==> src/rtl/apb_frame_sequencer_if.sv <==
// Bundle of frame, APB master, UART TX and error-pulse signals around apb_frame_sequencer.
// master = sequencer side, slave = environment (frame assembler, APB slave, UART TX).
interface apb_frame_sequencer_if;
  logic [55:0] frame_in;
  logic        frame_vld;
  logic        busy;
  logic        psel;
  logic        penable;
  logic        pwrite;
  logic [15:0] paddr;
  logic [31:0] pwdata;
  logic [31:0] prdata;
  logic        pready;
  logic        pslverr;
  logic [7:0]  tx_data;
  logic        tx_vld;
  logic        tx_rdy;
  logic        err_illegal;
  logic        err_overrun;
  logic        err_slv;
  logic        err_timeout;

  modport master (
    input  frame_in, frame_vld, prdata, pready, pslverr, tx_rdy,
    output busy, psel, penable, pwrite, paddr, pwdata, tx_data, tx_vld,
           err_illegal, err_overrun, err_slv, err_timeout
  );

  modport slave (
    output frame_in, frame_vld, prdata, pready, pslverr, tx_rdy,
    input  busy, psel, penable, pwrite, paddr, pwdata, tx_data, tx_vld,
           err_illegal, err_overrun, err_slv, err_timeout
  );
endinterface

==> src/rtl/apb_frame_sequencer.sv <==
// Frame-to-APB command sequencer with 5-byte read response streaming to the UART TX.
// Optional ACCESS-phase timeout enabled by defining SEQ_TIMEOUT_EN.
module apb_frame_sequencer #(
  parameter int ADDR_W         = 16,
  parameter int TIMEOUT_CYCLES = 255,
  parameter int TMO_W          = 8
) (
  input  logic                  clk,
  input  logic                  rst,
  apb_frame_sequencer_if.master bus
);

  // state  | meaning
  // IDLE   | waiting for a frame
  // SETUP  | APB setup phase (psel=1, penable=0)
  // ACCESS | APB access phase, waiting for pready
  // RESP   | streaming the 5-byte read response
  typedef enum logic [1:0] {IDLE, SETUP, ACCESS, RESP} state_e;

  state_e              state_q, state_d;
  logic [ADDR_W-1:0]   paddr_q, paddr_d;
  logic [31:0]         pwdata_q, pwdata_d;
  logic                pwrite_q, pwrite_d;
  logic [31:0]         rdbuf_q, rdbuf_d;
  logic [2:0]          idx_q, idx_d;
  logic                err_ill_q, err_ill_d;
  logic                err_ovr_q, err_ovr_d;
  logic                err_slv_q, err_slv_d;
  logic                err_tmo_q, err_tmo_d;
  logic [2:0]          cmd;
  logic                cmd_legal;
  logic [7:0]          tx_byte;
  logic                unused_frame_bits;

`ifdef SEQ_TIMEOUT_EN
  localparam logic [TMO_W-1:0] TMO_LAST = TMO_W'(TIMEOUT_CYCLES - 1);
  logic [TMO_W-1:0]    tmo_q, tmo_d;
`endif

  assign cmd               = bus.frame_in[50:48];
  assign cmd_legal         = (cmd == 3'd2) || (cmd == 3'd3);
  assign unused_frame_bits = ^bus.frame_in[55:51];

  always_comb begin
    state_d   = state_q;
    paddr_d   = paddr_q;
    pwdata_d  = pwdata_q;
    pwrite_d  = pwrite_q;
    rdbuf_d   = rdbuf_q;
    idx_d     = idx_q;
    err_ill_d = 1'b0;
    err_ovr_d = bus.frame_vld && (state_q != IDLE);
    err_slv_d = 1'b0;
    err_tmo_d = 1'b0;
`ifdef SEQ_TIMEOUT_EN
    tmo_d     = tmo_q;
`endif
    case (state_q)
      IDLE: begin
        if (bus.frame_vld) begin
          if (cmd_legal) begin
            state_d  = SETUP;
            paddr_d  = bus.frame_in[47:32];
            pwrite_d = (cmd == 3'd2);
            // read frames carry no data, so the last write data is kept
            if (cmd == 3'd2) pwdata_d = bus.frame_in[31:0];
          end else begin
            err_ill_d = 1'b1;
          end
        end
      end
      SETUP: begin
        state_d = ACCESS;
`ifdef SEQ_TIMEOUT_EN
        tmo_d   = '0;
`endif
      end
      ACCESS: begin
        if (bus.pready) begin
          err_slv_d = bus.pslverr;
          if (pwrite_q) begin
            state_d = IDLE;
          end else begin
            rdbuf_d = bus.prdata;
            idx_d   = 3'd0;
            state_d = RESP;
          end
        end
`ifdef SEQ_TIMEOUT_EN
        else if (tmo_q == TMO_LAST) begin
          err_tmo_d = 1'b1;
          if (pwrite_q) begin
            state_d = IDLE;
          end else begin
            rdbuf_d = 32'hFFFF_FFFF;
            idx_d   = 3'd0;
            state_d = RESP;
          end
        end else begin
          tmo_d = tmo_q + 1'b1;
        end
`endif
      end
      RESP: begin
        if (bus.tx_rdy) begin
          if (idx_q == 3'd4) begin
            idx_d   = 3'd0;
            state_d = IDLE;
          end else begin
            idx_d = idx_q + 3'd1;
          end
        end
      end
      default: state_d = IDLE;
    endcase
  end

  always_ff @(posedge clk) begin
    if (rst) begin
      state_q   <= IDLE;
      paddr_q   <= '0;
      pwdata_q  <= '0;
      pwrite_q  <= 1'b0;
      rdbuf_q   <= '0;
      idx_q     <= '0;
      err_ill_q <= 1'b0;
      err_ovr_q <= 1'b0;
      err_slv_q <= 1'b0;
      err_tmo_q <= 1'b0;
    end else begin
      state_q   <= state_d;
      paddr_q   <= paddr_d;
      pwdata_q  <= pwdata_d;
      pwrite_q  <= pwrite_d;
      rdbuf_q   <= rdbuf_d;
      idx_q     <= idx_d;
      err_ill_q <= err_ill_d;
      err_ovr_q <= err_ovr_d;
      err_slv_q <= err_slv_d;
      err_tmo_q <= err_tmo_d;
    end
  end

`ifdef SEQ_TIMEOUT_EN
  always_ff @(posedge clk) begin
    if (rst) tmo_q <= '0;
    else     tmo_q <= tmo_d;
  end
`endif

  always_comb begin
    tx_byte = 8'h00;
    if (state_q == RESP) begin
      case (idx_q)
        3'd0:    tx_byte = 8'h04;
        3'd1:    tx_byte = rdbuf_q[31:24];
        3'd2:    tx_byte = rdbuf_q[23:16];
        3'd3:    tx_byte = rdbuf_q[15:8];
        3'd4:    tx_byte = rdbuf_q[7:0];
        default: tx_byte = 8'h00;
      endcase
    end
  end

  assign bus.busy        = (state_q != IDLE);
  assign bus.psel        = (state_q == SETUP) || (state_q == ACCESS);
  assign bus.penable     = (state_q == ACCESS);
  assign bus.pwrite      = pwrite_q;
  assign bus.paddr       = paddr_q;
  assign bus.pwdata      = pwdata_q;
  assign bus.tx_vld      = (state_q == RESP);
  assign bus.tx_data     = tx_byte;
  assign bus.err_illegal = err_ill_q;
  assign bus.err_overrun = err_ovr_q;
  assign bus.err_slv     = err_slv_q;
`ifdef SEQ_TIMEOUT_EN
  assign bus.err_timeout = err_tmo_q;
`else
  assign bus.err_timeout = 1'b0;
`endif

endmodule
==> src/flat_wrapper.sv <==
// flat-port wrapper written by rule: the top's interface ports become plain ports
module apb_frame_sequencer_flat 
#(
  parameter int ADDR_W         = 16,
  parameter int TIMEOUT_CYCLES = 255,
  parameter int TMO_W          = 8
)
  (clk, rst, bus_frame_in, bus_frame_vld, bus_prdata, bus_pready, bus_pslverr, bus_tx_rdy, bus_busy, bus_psel, bus_penable, bus_pwrite, bus_paddr, bus_pwdata, bus_tx_data, bus_tx_vld, bus_err_illegal, bus_err_overrun, bus_err_slv, bus_err_timeout);
  apb_frame_sequencer_if bus_i ();
  input  logic clk;
  input  logic rst;
  input wire logic [$bits(bus_i.frame_in)-1:0] bus_frame_in;
  input wire logic [$bits(bus_i.frame_vld)-1:0] bus_frame_vld;
  input wire logic [$bits(bus_i.prdata)-1:0] bus_prdata;
  input wire logic [$bits(bus_i.pready)-1:0] bus_pready;
  input wire logic [$bits(bus_i.pslverr)-1:0] bus_pslverr;
  input wire logic [$bits(bus_i.tx_rdy)-1:0] bus_tx_rdy;
  output wire logic [$bits(bus_i.busy)-1:0] bus_busy;
  output wire logic [$bits(bus_i.psel)-1:0] bus_psel;
  output wire logic [$bits(bus_i.penable)-1:0] bus_penable;
  output wire logic [$bits(bus_i.pwrite)-1:0] bus_pwrite;
  output wire logic [$bits(bus_i.paddr)-1:0] bus_paddr;
  output wire logic [$bits(bus_i.pwdata)-1:0] bus_pwdata;
  output wire logic [$bits(bus_i.tx_data)-1:0] bus_tx_data;
  output wire logic [$bits(bus_i.tx_vld)-1:0] bus_tx_vld;
  output wire logic [$bits(bus_i.err_illegal)-1:0] bus_err_illegal;
  output wire logic [$bits(bus_i.err_overrun)-1:0] bus_err_overrun;
  output wire logic [$bits(bus_i.err_slv)-1:0] bus_err_slv;
  output wire logic [$bits(bus_i.err_timeout)-1:0] bus_err_timeout;
  assign bus_i.frame_in = bus_frame_in;
  assign bus_i.frame_vld = bus_frame_vld;
  assign bus_i.prdata = bus_prdata;
  assign bus_i.pready = bus_pready;
  assign bus_i.pslverr = bus_pslverr;
  assign bus_i.tx_rdy = bus_tx_rdy;
  assign bus_busy = bus_i.busy;
  assign bus_psel = bus_i.psel;
  assign bus_penable = bus_i.penable;
  assign bus_pwrite = bus_i.pwrite;
  assign bus_paddr = bus_i.paddr;
  assign bus_pwdata = bus_i.pwdata;
  assign bus_tx_data = bus_i.tx_data;
  assign bus_tx_vld = bus_i.tx_vld;
  assign bus_err_illegal = bus_i.err_illegal;
  assign bus_err_overrun = bus_i.err_overrun;
  assign bus_err_slv = bus_i.err_slv;
  assign bus_err_timeout = bus_i.err_timeout;
  apb_frame_sequencer #(.ADDR_W(ADDR_W), .TIMEOUT_CYCLES(TIMEOUT_CYCLES), .TMO_W(TMO_W)) u_core (.clk(clk), .rst(rst), .bus(bus_i));
endmodule
==> config.mk <==
export PLATFORM = sky130hd
export DESIGN_NAME = apb_frame_sequencer_flat
export DESIGN_NICKNAME = d
export VERILOG_FILES = /design/src/rtl/apb_frame_sequencer_if.sv /design/src/rtl/apb_frame_sequencer.sv /design/src/flat_wrapper.sv
export SDC_FILE = /design/constraint.sdc
export NUM_CORES = 1
export LEC_CHECK = 0
export CORE_MARGIN = 3
export CORE_UTILIZATION = 39
export CTS_BUF_LIST = sky130_fd_sc_hd__clkbuf_8
export DETAILED_ROUTE_END_ITERATION = 10
export MAX_ROUTING_LAYER = met4
export PLACE_DENSITY = 0.79
export SLEW_MARGIN = 20
export SYNTH_ARGS = -nofsm -noshare
export SYNTH_HDL_FRONTEND = slang
export SYNTH_SLANG_ARGS = --single-unit
==> constraint.sdc <==
create_clock -name clk -period 1.65 [get_ports clk]
set_input_delay 0.33 -clock clk [delete_from_list [all_inputs] [get_ports clk]]
set_output_delay 0.33 -clock clk [all_outputs]
set_load 0.05 [all_outputs]
==> impl_summary.log <==
[metrics] count of cell types in the netlist: 34
[metrics] proportion of layout cells with a drive suffix above 1: 0.298
[metrics] kind of capture point of the worst setup path: output port
[metrics] number of top-level design ports: 159
[metrics] ratio of final minimum period to clock period: 1.36
[metrics] horizontal die dimension: 101 microns
[metrics] max-cap violation count: 0
[metrics] Iteration-0 DRC Markers: 122
[metrics] status: complete, but fails checks
[metrics] insertion delay to the later sink of the worst-skew pair: 350 ps
[metrics] cells along the critical path: inv_4 > ha_4 > buf_6 > a22o_1 > a222oi_1 > buf_4 > nor2_4 > buf_6
[metrics] clock buffers created by TritonCTS: 9
[metrics] total number of H-tree levels: 3
[metrics] maximum clock frequency: 444 MHz
[metrics] Period minus WS final: 2250 ps
[metrics] CP Launch Type: flip-flop
[metrics] synthesized netlist net count: 545
[metrics] library cell used as clock root buffer: clkbuf_8
[metrics] XOR/XNOR share of the synthesized area: 0
[metrics] beginning of the worst register-to-register path: u_core.state_q[0]
[metrics] final setup violating endpoints: 9
[metrics] standard-cell row count: 34
[metrics] final-report max-slew violation count: 0
[metrics] residual antenna-violating net count after detailed routing: 0
[metrics] power per unit of standard cell area: 1020 nW/um^2
[metrics] number of standard cells in the layout, taps in and fillers out: 732
[metrics] Worst Skew: 8.27 ps
[metrics] number of remaining DRC errors: 0
[metrics] total wirelength of the detailed-routed design: 10,900 microns
[metrics] Port-buffer cells: 152
[metrics] nets@finish: 722
[metrics] post-synthesis sequential element count: 89
[metrics] static leakage: 2.31 nW
[metrics] Worst path max stage delay: 400 ps
[metrics] Num Clock Sinks: 89
[metrics] violated checks: negative setup slack
[metrics] first-pass GRT wire length: 17,100 microns
[metrics] die span in y: 101 microns
[metrics] Crit path top cell by count: buf_6
[metrics] setup repair after global routing missed its margin: yes
[metrics] hold endpoint: u_core.bus.err_overrun
[metrics] slowest stage cell, crit path: dfxtp_4
[metrics] Adder-Cell Fraction of Synth Area: 0.0318
[metrics] cts hold-fix bufs: 0
[metrics] maximum number of pins on one net before global-route repair: 51
[metrics] initial antenna violation count: 0
[metrics] mean number of vias per cell: 5.08
[metrics] most common library cell in the layout ignoring fill and taps: nand2_1
[metrics] die outline area: 10,300 sq um
[metrics] cell count after synthesis: 442
[metrics] Reg2Reg Depth: 10
[metrics] Final Core Density: 0.688
[metrics] count of flip-flops with a built-in enable after synthesis: 0
[metrics] Max Fanout on Critical Path: 6
[metrics] path type of the worst min-delay path: primary input to flip-flop
[metrics] data required time at the worst endpoint: 1320 ps
[metrics] Hold Violations, Final: 0
[metrics] core region area: 8760 sq um
[metrics] area growth from synthesis to layout: 70.3%
[metrics] PnR Total Power: 6.18 mW
[metrics] Clock transition at path regs: 90 ps
[metrics] start-to-end type of the worst setup path: flip-flop to output port
[metrics] most frequent cells in the layout: nand2_1 (154), clkdlybuf4s50_1 (87), dfxtp_1 (85), buf_4 (83), a21oi_1 (71)
[metrics] Clock Tree Buf Depth: 2
[metrics] fill cell total of the finished layout: 694
[metrics] fraction of synthesized area in multiplexers: 0
[metrics] Pre-Repair DR Iteration Count: 5
[metrics] launch instance of the worst min-delay path: rst
[metrics] number of cells traversed by the worst hold path: 3
[metrics] global route total overflow: 0
[metrics] synthesized area per cell: 8.02 sq um
[metrics] number of diodes: 0
[metrics] GP Congestion: 0.805
[metrics] number of placed cells counting well taps: 702
[metrics] final worst slack: -602 ps
[metrics] area share of and/or/nand/nor cells after synthesis: 0.231
[metrics] DP Wirelength: 7630 microns
[metrics] fraction of registers with async set or reset after synthesis: 0
[metrics] proportion of synthesized chip area in sequential cells: 0.503
[metrics] gr usage total: 0.212
[metrics] reg-to-reg setup timing slack: 0 ps
[metrics] CTS tree: done
[metrics] average wire per standard cell: 14.9 microns
[metrics] critical path data arrival time: 1920 ps
[metrics] area of the mapped netlist: 3540 sq um
[metrics] number of vias in the routed layout: 3,722
[metrics] Crit Reg-Reg Endpoint: u_core.bus.pwdata[24]
[metrics] main combinational cell family by area after synthesis: simple AND/OR/NAND/NOR gates
[metrics] number of global-route vias before repair: 3,729
[metrics] complex-gate fraction of the synthesized area: 0.183
[metrics] worst vdd rail ir drop: 0.705 mV
[metrics] Synth Warn #: 0
[metrics] flip-flop cell with the highest count after synthesis: dfxtp_1
[metrics] starting density of the core: 0.404
## critical path: cells and delay by family, from the launching register on
kind	cells	cell delay, ps
compound gates	2	470
fa+ha+maj	1	180
buf+inv	4	500
flops	1	400
simple gates	1	30
## metal layers
metal  part of all wire  global-route usage
met5                  0                   -
met4             0.0065              0.0532
met3              0.086              0.0751
met2               0.51               0.360
met1               0.40               0.238
## power breakdown
group	switching, mW	internal, mW	total [mW]
logic	0.954	0.863	1.82
clock network	0.819	1.18	2.00
registers	0.0889	2.28	2.37
## cell type report
| type | instances | area [sq um] | share of cell area |
|---|---|---|---|
| inverters | 9 | 46.3 | 0.00767 |
| repair buffers | 196 | 1900 | 0.315 |
| clock buffers | 9 | 124 | 0.0205 |
| well taps | 108 | 135 | 0.0224 |
| clock inverters | 7 | 149 | 0.0247 |
| multi-input cells | 314 | 1880 | 0.311 |
| flip-flops and latches | 89 | 1800 | 0.298 |
## cell usage after synthesis (5+ instances only)
library cell	number	area [sq um]
clkbuf_1	19	71.3
dfxtp_1	89	1780
nor2_1	11	41.3
a22o_1	7	61.3
a222oi_1	8	80.1
nand2_1	163	612
ha_1	9	113
buf_2	5	25.0
a21oi_1	84	420
inv_1	8	30.0
nand2b_1	5	31.3
## logic make-up after synthesis
family | Yosys count
compound gates | 107
simple gates | 197
other cells | 1
buf+inv | 39
flops | 89
fa+ha+maj | 9
## state kept, by name, indices dropped and copies added, names as in the netlist
signal                  flops
u_core.rdbuf_q             32
u_core.bus.err_slv          1
u_core.bus.err_illegal      1
u_core.bus.err_overrun      1
u_core.bus.pwdata          32
u_core.state_q              2
u_core.bus.pwrite           1
u_core.idx_q                3
u_core.bus.paddr           16
## stage by stage
stage / hold slack (ps) / worst slack (ps) / area, sq um / setup TNS, ps
after detailed placement: 449 / -305 / 5400 / -11770
final: 389 / -602 / 6030 / -4500
after CTS: 375 / -589 / 5830 / -4580
after floorplan: 436 / -199 / 3720 / -1590
after global placement: 442 / -255 / 5400 / -9410
after global routing: 374 / -721 / 6030 / -6670
## worst max-delay path by stage
stage | from | end | cells after the start
2_1_floorplan | u_core.idx_q[0] | bus_tx_data[2] | 6
3_3_place_gp | u_core.idx_q[1] | bus_tx_data[1] | 6
3_5_place_dp | u_core.idx_q[1] | bus_tx_data[4] | 6
4_1_cts | u_core.idx_q[0] | bus_tx_data[7] | 8
5_1_grt | u_core.idx_q[0] | bus_tx_data[2] | 7
6_report | u_core.idx_q[0] | bus_tx_data[0] | 8
## what timing repair did
item	CTS	global route
hold endpoints to repair	0	0
buffers inserted	10	3
gates cloned	0	2
pin swaps	20	23
resized for setup	28	37
setup endpoints to repair	45	25
No activity file was read; power rests on OpenSTA's default activity.
